===== config.mk =====
export PLATFORM = sky130hd
export DESIGN_NAME = cp0_exc_commit
export DESIGN_NICKNAME = d
export VERILOG_FILES = /design/src/rtl/cp0_exc_commit_pkg.sv /design/src/rtl/cp0_exc_commit_timer.sv /design/src/rtl/cp0_exc_commit.sv
export SDC_FILE = /design/constraint.sdc
export NUM_CORES = 1
export LEC_CHECK = 0
export BUFFER_PORTS_ARGS = -buffer_cell sky130_fd_sc_hd__clkbuf_2
export CORE_ASPECT_RATIO = 0.7
export CORE_MARGIN = 2
export CORE_UTILIZATION = 54
export CTS_CLUSTER_SIZE = 16
export DETAILED_ROUTE_END_ITERATION = 8
export PLACE_DENSITY = 0.81
export SLEW_MARGIN = 15
export SYNTH_ARGS = -nofsm -noshare
export SYNTH_HDL_FRONTEND = slang
export SYNTH_SLANG_ARGS = --single-unit
export TNS_END_PERCENT = 30

===== constraint.sdc =====
create_clock -name clk -period 2.4 [get_ports clk]
set_input_delay 0.24 -clock clk [delete_from_list [all_inputs] [get_ports clk]]
set_output_delay 0.24 -clock clk [all_outputs]
set_load 0.01 [all_outputs]

===== src/rtl/cp0_exc_commit_pkg.sv =====
// rtl/cp0_exc_commit_pkg.sv - shared CPU defines: exception types, CP0 register numbers, ExcCode values
package cp0_exc_commit_pkg;

    typedef enum logic [4:0] {
        EX_None                = 5'd0,
        EX_Interrupt           = 5'd1,
        EX_TLBModified         = 5'd2,
        EX_TLBRefillinIF       = 5'd3,
        EX_TLBInvalidinIF      = 5'd4,
        EX_RdTLBRefillinMEM    = 5'd5,
        EX_RdTLBInvalidinMEM   = 5'd6,
        EX_WrTLBRefillinMEM    = 5'd7,
        EX_WrTLBInvalidinMEM   = 5'd8,
        EX_WrongAddressinIF    = 5'd9,
        EX_RdWrongAddressinMEM = 5'd10,
        EX_WrWrongAddressinMEM = 5'd11,
        EX_Syscall             = 5'd12,
        EX_Break               = 5'd13,
        EX_ReservedInstruction = 5'd14,
        EX_CpU                 = 5'd15,
        EX_Overflow            = 5'd16,
        EX_Trap                = 5'd17,
        EX_Refetch             = 5'd18,
        EX_Eret                = 5'd19
    } exc_type_e;

    localparam logic [4:0] CP0_BADVADDR = 5'd8;
    localparam logic [4:0] CP0_COUNT    = 5'd9;
    localparam logic [4:0] CP0_COMPARE  = 5'd11;
    localparam logic [4:0] CP0_STATUS   = 5'd12;
    localparam logic [4:0] CP0_CAUSE    = 5'd13;
    localparam logic [4:0] CP0_EPC      = 5'd14;
    localparam logic [4:0] CP0_EBASE    = 5'd15;
    localparam logic [2:0] CP0_SEL_0    = 3'd0;
    localparam logic [2:0] CP0_SEL_EBASE = 3'd1;

    localparam logic [4:0] EXC_INT  = 5'd0;
    localparam logic [4:0] EXC_MOD  = 5'd1;
    localparam logic [4:0] EXC_TLBL = 5'd2;
    localparam logic [4:0] EXC_TLBS = 5'd3;
    localparam logic [4:0] EXC_ADEL = 5'd4;
    localparam logic [4:0] EXC_ADES = 5'd5;
    localparam logic [4:0] EXC_SYS  = 5'd8;
    localparam logic [4:0] EXC_BP   = 5'd9;
    localparam logic [4:0] EXC_RI   = 5'd10;
    localparam logic [4:0] EXC_CPU  = 5'd11;
    localparam logic [4:0] EXC_OV   = 5'd12;
    localparam logic [4:0] EXC_TR   = 5'd13;

    function automatic logic [4:0] exc_code_of(exc_type_e t);
        case (t)
            EX_TLBModified:                            return EXC_MOD;
            EX_TLBRefillinIF, EX_TLBInvalidinIF,
            EX_RdTLBRefillinMEM, EX_RdTLBInvalidinMEM: return EXC_TLBL;
            EX_WrTLBRefillinMEM, EX_WrTLBInvalidinMEM: return EXC_TLBS;
            EX_WrongAddressinIF, EX_RdWrongAddressinMEM: return EXC_ADEL;
            EX_WrWrongAddressinMEM:                    return EXC_ADES;
            EX_Syscall:                                return EXC_SYS;
            EX_Break:                                  return EXC_BP;
            EX_ReservedInstruction:                    return EXC_RI;
            EX_CpU:                                    return EXC_CPU;
            EX_Overflow:                               return EXC_OV;
            EX_Trap:                                   return EXC_TR;
            default:                                   return EXC_INT;
        endcase
    endfunction

endpackage


===== src/rtl/cp0_exc_commit_timer.sv =====
// rtl/cp0_exc_commit_timer.sv - Count/Compare timer: half-rate Count and the timer interrupt flag
module cp0_timer (
    input  logic        clk,
    input  logic        resetn,
    input  logic        count_we,
    input  logic        compare_we,
    input  logic [31:0] wdata,
    output logic [31:0] count,
    output logic [31:0] compare,
    output logic        ti
);
    logic [31:0] count_q, count_d;
    logic [31:0] compare_q, compare_d;
    logic        toggle_q, toggle_d;
    logic        ti_q, ti_d;

    always_comb begin
        toggle_d  = ~toggle_q;
        count_d   = toggle_q ? count_q + 32'd1 : count_q;
        compare_d = compare_q;
        ti_d      = ti_q | (count_q == compare_q);
        if (count_we) begin
            count_d  = wdata;
            toggle_d = 1'b0;
        end
        // Writing Compare is the software acknowledge of the timer interrupt.
        if (compare_we) begin
            compare_d = wdata;
            ti_d      = 1'b0;
        end
    end

    always_ff @(posedge clk) begin
        if (!resetn) begin
            count_q   <= '0;
            compare_q <= '0;
            toggle_q  <= 1'b0;
            ti_q      <= 1'b0;
        end else begin
            count_q   <= count_d;
            compare_q <= compare_d;
            toggle_q  <= toggle_d;
            ti_q      <= ti_d;
        end
    end

    assign count   = count_q;
    assign compare = compare_q;
    assign ti      = ti_q;
endmodule


===== src/rtl/cp0_exc_commit.sv =====
// rtl/cp0_exc_commit.sv - CP0 register file with exception/ERET commit and MTC0/MFC0 access
module cp0_exc_commit
    import cp0_exc_commit_pkg::*;
#(
    parameter logic [31:0] EBASE_RESET = 32'h8000_0000
) (
    input  logic        clk,
    input  logic        resetn,
    input  logic        exc_valid,
    input  logic [4:0]  exc_type,
    input  logic [31:0] exc_pc,
    input  logic        exc_in_ds,
    input  logic [31:0] exc_badvaddr,
    input  logic        mtc0_we,
    input  logic [4:0]  mtc0_addr,
    input  logic [2:0]  mtc0_sel,
    input  logic [31:0] mtc0_wdata,
    input  logic [4:0]  mfc0_addr,
    input  logic [2:0]  mfc0_sel,
    output logic [31:0] mfc0_rdata,
    input  logic [5:0]  ext_int,
    output logic        status_bev,
    output logic [7:0]  status_im,
    output logic        status_exl,
    output logic        status_ie,
    output logic [7:0]  cause_ip,
    output logic [31:0] ebase,
    output logic [31:0] epc
);
    exc_type_e etype;
    logic      exc_take, eret, mtc0_ok;
    logic      wr_count, wr_compare;
    logic [31:0] count, compare;
    logic        ti;

    logic        bev_q, bev_d, exl_q, exl_d, ie_q, ie_d, bd_q, bd_d;
    logic [7:0]  im_q, im_d;
    logic [4:0]  exccode_q, exccode_d;
    logic [5:0]  ip7_2_q, ip7_2_d;
    logic [1:0]  ip1_0_q, ip1_0_d;
    logic [31:0] epc_q, epc_d, badvaddr_q, badvaddr_d;
    logic [17:0] ebase_q, ebase_d;

    assign etype    = exc_type_e'(exc_type);
    assign exc_take = exc_valid && !(etype inside {EX_None, EX_Refetch, EX_Eret});
    assign eret     = exc_valid && (etype == EX_Eret);
    // Any committing exception or ERET squashes the MTC0 in the same cycle.
    assign mtc0_ok    = mtc0_we && !exc_take && !eret;
    assign wr_count   = mtc0_ok && mtc0_addr == CP0_COUNT   && mtc0_sel == CP0_SEL_0;
    assign wr_compare = mtc0_ok && mtc0_addr == CP0_COMPARE && mtc0_sel == CP0_SEL_0;

    cp0_timer u_timer (
        .clk        (clk),
        .resetn     (resetn),
        .count_we   (wr_count),
        .compare_we (wr_compare),
        .wdata      (mtc0_wdata),
        .count      (count),
        .compare    (compare),
        .ti         (ti)
    );

    always_comb begin
        bev_d = bev_q; im_d = im_q; exl_d = exl_q; ie_d = ie_q;
        bd_d = bd_q; exccode_d = exccode_q; ip1_0_d = ip1_0_q;
        epc_d = epc_q; badvaddr_d = badvaddr_q; ebase_d = ebase_q;
        ip7_2_d = {ext_int[5] | ti, ext_int[4:0]};

        if (mtc0_ok) begin
            case ({mtc0_addr, mtc0_sel})
                {CP0_STATUS, CP0_SEL_0}: begin
                    bev_d = mtc0_wdata[22];
                    im_d  = mtc0_wdata[15:8];
                    exl_d = mtc0_wdata[1];
                    ie_d  = mtc0_wdata[0];
                end
                {CP0_CAUSE, CP0_SEL_0}:     ip1_0_d = mtc0_wdata[9:8];
                {CP0_EPC, CP0_SEL_0}:       epc_d   = mtc0_wdata;
                {CP0_EBASE, CP0_SEL_EBASE}: ebase_d = mtc0_wdata[29:12];
                default: ;
            endcase
        end

        if (exc_take) begin
            exccode_d = exc_code_of(etype);
            exl_d     = 1'b1;
            // Nested exceptions keep the original return point.
            if (!exl_q) begin
                epc_d = exc_in_ds ? exc_pc - 32'd4 : exc_pc;
                bd_d  = exc_in_ds;
            end
            if (etype inside {EX_WrongAddressinIF, EX_TLBRefillinIF, EX_TLBInvalidinIF})
                badvaddr_d = exc_pc;
            else if (etype inside {EX_TLBModified, EX_RdTLBRefillinMEM, EX_RdTLBInvalidinMEM,
                                   EX_WrTLBRefillinMEM, EX_WrTLBInvalidinMEM,
                                   EX_RdWrongAddressinMEM, EX_WrWrongAddressinMEM})
                badvaddr_d = exc_badvaddr;
        end else if (eret) begin
            exl_d = 1'b0;
        end
    end

    always_ff @(posedge clk) begin
        if (!resetn) begin
            bev_q <= 1'b1; im_q <= '0; exl_q <= 1'b0; ie_q <= 1'b0;
            bd_q <= 1'b0; exccode_q <= '0; ip7_2_q <= '0; ip1_0_q <= '0;
            epc_q <= '0; badvaddr_q <= '0; ebase_q <= EBASE_RESET[29:12];
        end else begin
            bev_q <= bev_d; im_q <= im_d; exl_q <= exl_d; ie_q <= ie_d;
            bd_q <= bd_d; exccode_q <= exccode_d; ip7_2_q <= ip7_2_d; ip1_0_q <= ip1_0_d;
            epc_q <= epc_d; badvaddr_q <= badvaddr_d; ebase_q <= ebase_d;
        end
    end

    always_comb begin
        mfc0_rdata = '0;
        case ({mfc0_addr, mfc0_sel})
            {CP0_BADVADDR, CP0_SEL_0}: mfc0_rdata = badvaddr_q;
            {CP0_COUNT, CP0_SEL_0}:    mfc0_rdata = count;
            {CP0_COMPARE, CP0_SEL_0}:  mfc0_rdata = compare;
            {CP0_STATUS, CP0_SEL_0}:   mfc0_rdata = {9'b0, bev_q, 6'b0, im_q, 6'b0, exl_q, ie_q};
            {CP0_CAUSE, CP0_SEL_0}:    mfc0_rdata = {bd_q, ti, 14'b0, ip7_2_q, ip1_0_q,
                                                     1'b0, exccode_q, 2'b0};
            {CP0_EPC, CP0_SEL_0}:      mfc0_rdata = epc_q;
            {CP0_EBASE, CP0_SEL_EBASE}: mfc0_rdata = {2'b10, ebase_q, 12'b0};
            default: ;
        endcase
    end

    assign status_bev = bev_q;
    assign status_im  = im_q;
    assign status_exl = exl_q;
    assign status_ie  = ie_q;
    assign cause_ip   = {ip7_2_q, ip1_0_q};
    assign ebase      = {2'b10, ebase_q, 12'b0};
    assign epc        = epc_q;
endmodule


==> flow_metrics.env <==
export IMPL_tns_ns=-0.0385
export IMPL_leakagePower_nw=5.26
export IMPL_drc=0
export IMPL_yosysTopAreaCell="dfxtp_1"
export IMPL_endpoint_kind="output pin"
export IMPL_tightest_slew_ns=0.861
export IMPL_die_y_um=116
export IMPL_routabilityCongestion=0.969
export IMPL_htree_levels=4
export IMPL_hold_ws_ns=0.00900
export IMPL_grt_max_degree=88
export IMPL_synth_edf_count=0
export IMPL_antenna_left=0
export IMPL_peakVddDrop_v=0.000461
export IMPL_maxCapViolations=0
export IMPL_hold_violations=0
export IMPL_root_buffer="clkbuf_16"
export IMPL_synth_avg_cell_area_um2=7.95
export IMPL_grt_pass1_wl_mm=56.5
export IMPL_layout_cells_non_filler=1688
export IMPL_max_stage_delay_ns=0.56
export IMPL_fp_dieW_um=164
export IMPL_start_kind="input pin"
export IMPL_setup_violations=3
export IMPL_cts_made_buffers=17
export IMPL_antenna_found_initial=1
export IMPL_status="finished, violations left"
export IMPL_core_region_area_mm2=0.0174
export IMPL_io_pins=243
export IMPL_cp_required_ns=2.16
export IMPL_cp_slowest_cell="or4b_4"
export IMPL_synth_most_common_cell="nand2_1"
export IMPL_cpLargestDelayFamily="simple AND/OR/NAND/NOR gates"
export IMPL_slew_limit_headroom_pct=42.6
export IMPL_worstSkewPairLatency_ns=0.44
export IMPL_clock_path_buffers=2
export IMPL_skew_ns=0.0116
export IMPL_dpl_hpwl_mm=29.1
export IMPL_grt_pass1_vias=9473
export IMPL_cts_tree="done"
export IMPL_yosys_warnings=0
export IMPL_cts_clk_slew_worst_paths_ns=0.06
export IMPL_crit_arrival_ns=2.19
export IMPL_n_antenna_cell=0
export IMPL_synth_area_mm2=0.00967
export IMPL_min_period_over_period_pct=101
export IMPL_start_util_pct=55.7
export IMPL_final_nets=1581
export IMPL_cts_sinks=172
export IMPL_design_area_mm2=0.0121
export IMPL_area_delta_synth_final_pct=25.1
export IMPL_critPathMaxFanout=21
export IMPL_slew_violations=0
export IMPL_power_mw=6.62
export IMPL_drive_gt1_share_pct=26.8
export IMPL_max_freq_mhz=411
export IMPL_synth_common_cells="nand2_1 (188), dfxtp_1 (172), nor2_1 (95)"
export IMPL_fin_ws_ns=-0.0335
export IMPL_criticalPathCategory="in -> out"
export IMPL_p_switching_mw=1.88
export IMPL_dpl_cell_area_mm2=0.0113
export IMPL_pre_cts_ws_ns=-0.0735
export IMPL_combPwrFrac_pct=13.1
export IMPL_power_per_cell_area_mw_per_mm2=548
export IMPL_rrSetupSlack_ns=0.31
export IMPL_synth_cell_types=65
export IMPL_power_frac_clock_pct=40.7
export IMPL_viasPerCell=6.36
export IMPL_p_sw_share_pct=28.4
export IMPL_p_int_mw=4.74
export IMPL_min_period_ns=2.43
export IMPL_rsz0062_at_grt="true"
export IMPL_violations="setup timing"
export IMPL_die_area_mm2=0.0190
export IMPL_synth_area_top_cells="dfxtp_1 (36%), nand2_1 (7.3%), mux2i_1 (6.8%)"
export IMPL_rows=40
export IMPL_hold_class="in -> reg"
export IMPL_drtIter0Drc=1741
export IMPL_first_pass_iters=6
export IMPL_numPortBuffers=228
export IMPL_seq_area_frac_synth_pct=35.6
export IMPL_ys_flop_type="dfxtp_1"
export IMPL_ys_async_sr_fraction_pct=0
export IMPL_vias=10700
export IMPL_synth_cells=1217
export IMPL_track_usage_pct=39.8
export IMPL_cp_num_buf_inv=3
export IMPL_wl_mm=38.6
export IMPL_path_cells="clkbuf_2, or4b_4, or3b_4, nor3b_4, buf_12, a22oi_1, nand2_1, buf_2"
export IMPL_grt_ovfl_total=0
export IMPL_pwr_share_seq_pct=46.2
export IMPL_synth_top_area_share_pct=35.6
export IMPL_wl_per_cell_um=22.9
export IMPL_dpl_cell_count=1652
export IMPL_utilization_pct=69.7
export IMPL_ys_ff_latch=172
## cell families after synthesis
| group | count (synthesis) | synth area share [%] |
|---|---|---|
| AOI/OAI and AO/OA | 316 | 20.6 |
| xor gates and xnor gates | 80 | 7.24 |
| adders and majority gates | 7 | 0.906 |
| buffers and inverters | 117 | 5.32 |
| DFF | 172 | 35.6 |
| muxes | 82 | 8.69 |
| other | 2 | 0.0776 |
| and+or+nand+nor | 441 | 21.6 |
## state kept, by name, summed over array words and instances (netlist names)
signal            cells
badvaddr_q           32
bd_q                  1
ebase_q              18
epc                  32
exccode_q             4
ip1_0_q               2
ip7_2_q               6
status_bev            1
status_exl            1
status_ie             1
status_im             8
u_timer.compare      32
u_timer.count        32
u_timer.ti            1
u_timer.toggle_q      1
## path summary, 6_finish.rpt
kind                    startpoint                 to  depth (start not counted)
setup / recovery      mfc0_addr[4]     mfc0_rdata[30]                          8
hold / removal          ext_int[0]         ip7_2_q[0]                          2
setup reg to reg  u_timer.count[3]  u_timer.count[26]                          5
hold reg to reg         ebase_q[1]         ebase_q[1]                          2
## power groups by stage
stage | registers, mW | logic [mW] | clock network [mW]
floorplan | 3.10 | 0.411 | 0
global placement | 3.12 | 0.815 | 0
detailed placement | 3.12 | 0.827 | 0
CTS | 3.05 | 0.836 | 2.68
global route | 3.07 | 0.926 | 2.79
finish | 3.06 | 0.867 | 2.70
## what timing repair did
action                     CTS  global route
cloned                       1             0
setup endpoints to repair   20            24
hold buffers                 1             0
gates resized for setup     14            37
hold endpoints to repair     1             0
pin swaps                    4             2
buffers inserted             4             0
## worst register-to-register path, cell delays in order (launching register included)
cell and delay, ns:
dfxtp_1 0.50, nand4_1 0.31, nor3_1 0.64, nand4_1 0.22
xor2_1 0.20, a21oi_1 0.16
## cell usage in the layout (no fill, tap or decap), types with 49 or more instances in the layout
cell and instances:
o21ai_0 78, a31oi_1 53, dfxtp_1 172, a22oi_1 49, a21oi_1 67, mux2i_1 66, nand2_1 183, clkbuf_2 213
nor2_1 93, buf_4 61
## layout make-up
cell class	count	area, µm²
clock inverters	12	118
clock buffers	18	439
flip-flops and latches	172	3440
well taps	231	289
multi-input cells	940	5850
inverters	8	30.0
fillers	1417	5270
repair buffers	307	1930
## layer usage
| metal | track usage, % | vias up | part of all wire (%) |
|---|---|---|---|
| met4 | 6.78 | 2 | 1.4 |
| met1 | 60.2 | 5019 | 44 |
| met5 | 0 | - | 0.031 |
| li1 | - | 4830 | - |
| met3 | 10.5 | 63 | 14 |
| met2 | 57.3 | 814 | 41 |
No activity file was read; power rests on OpenSTA's default activity.
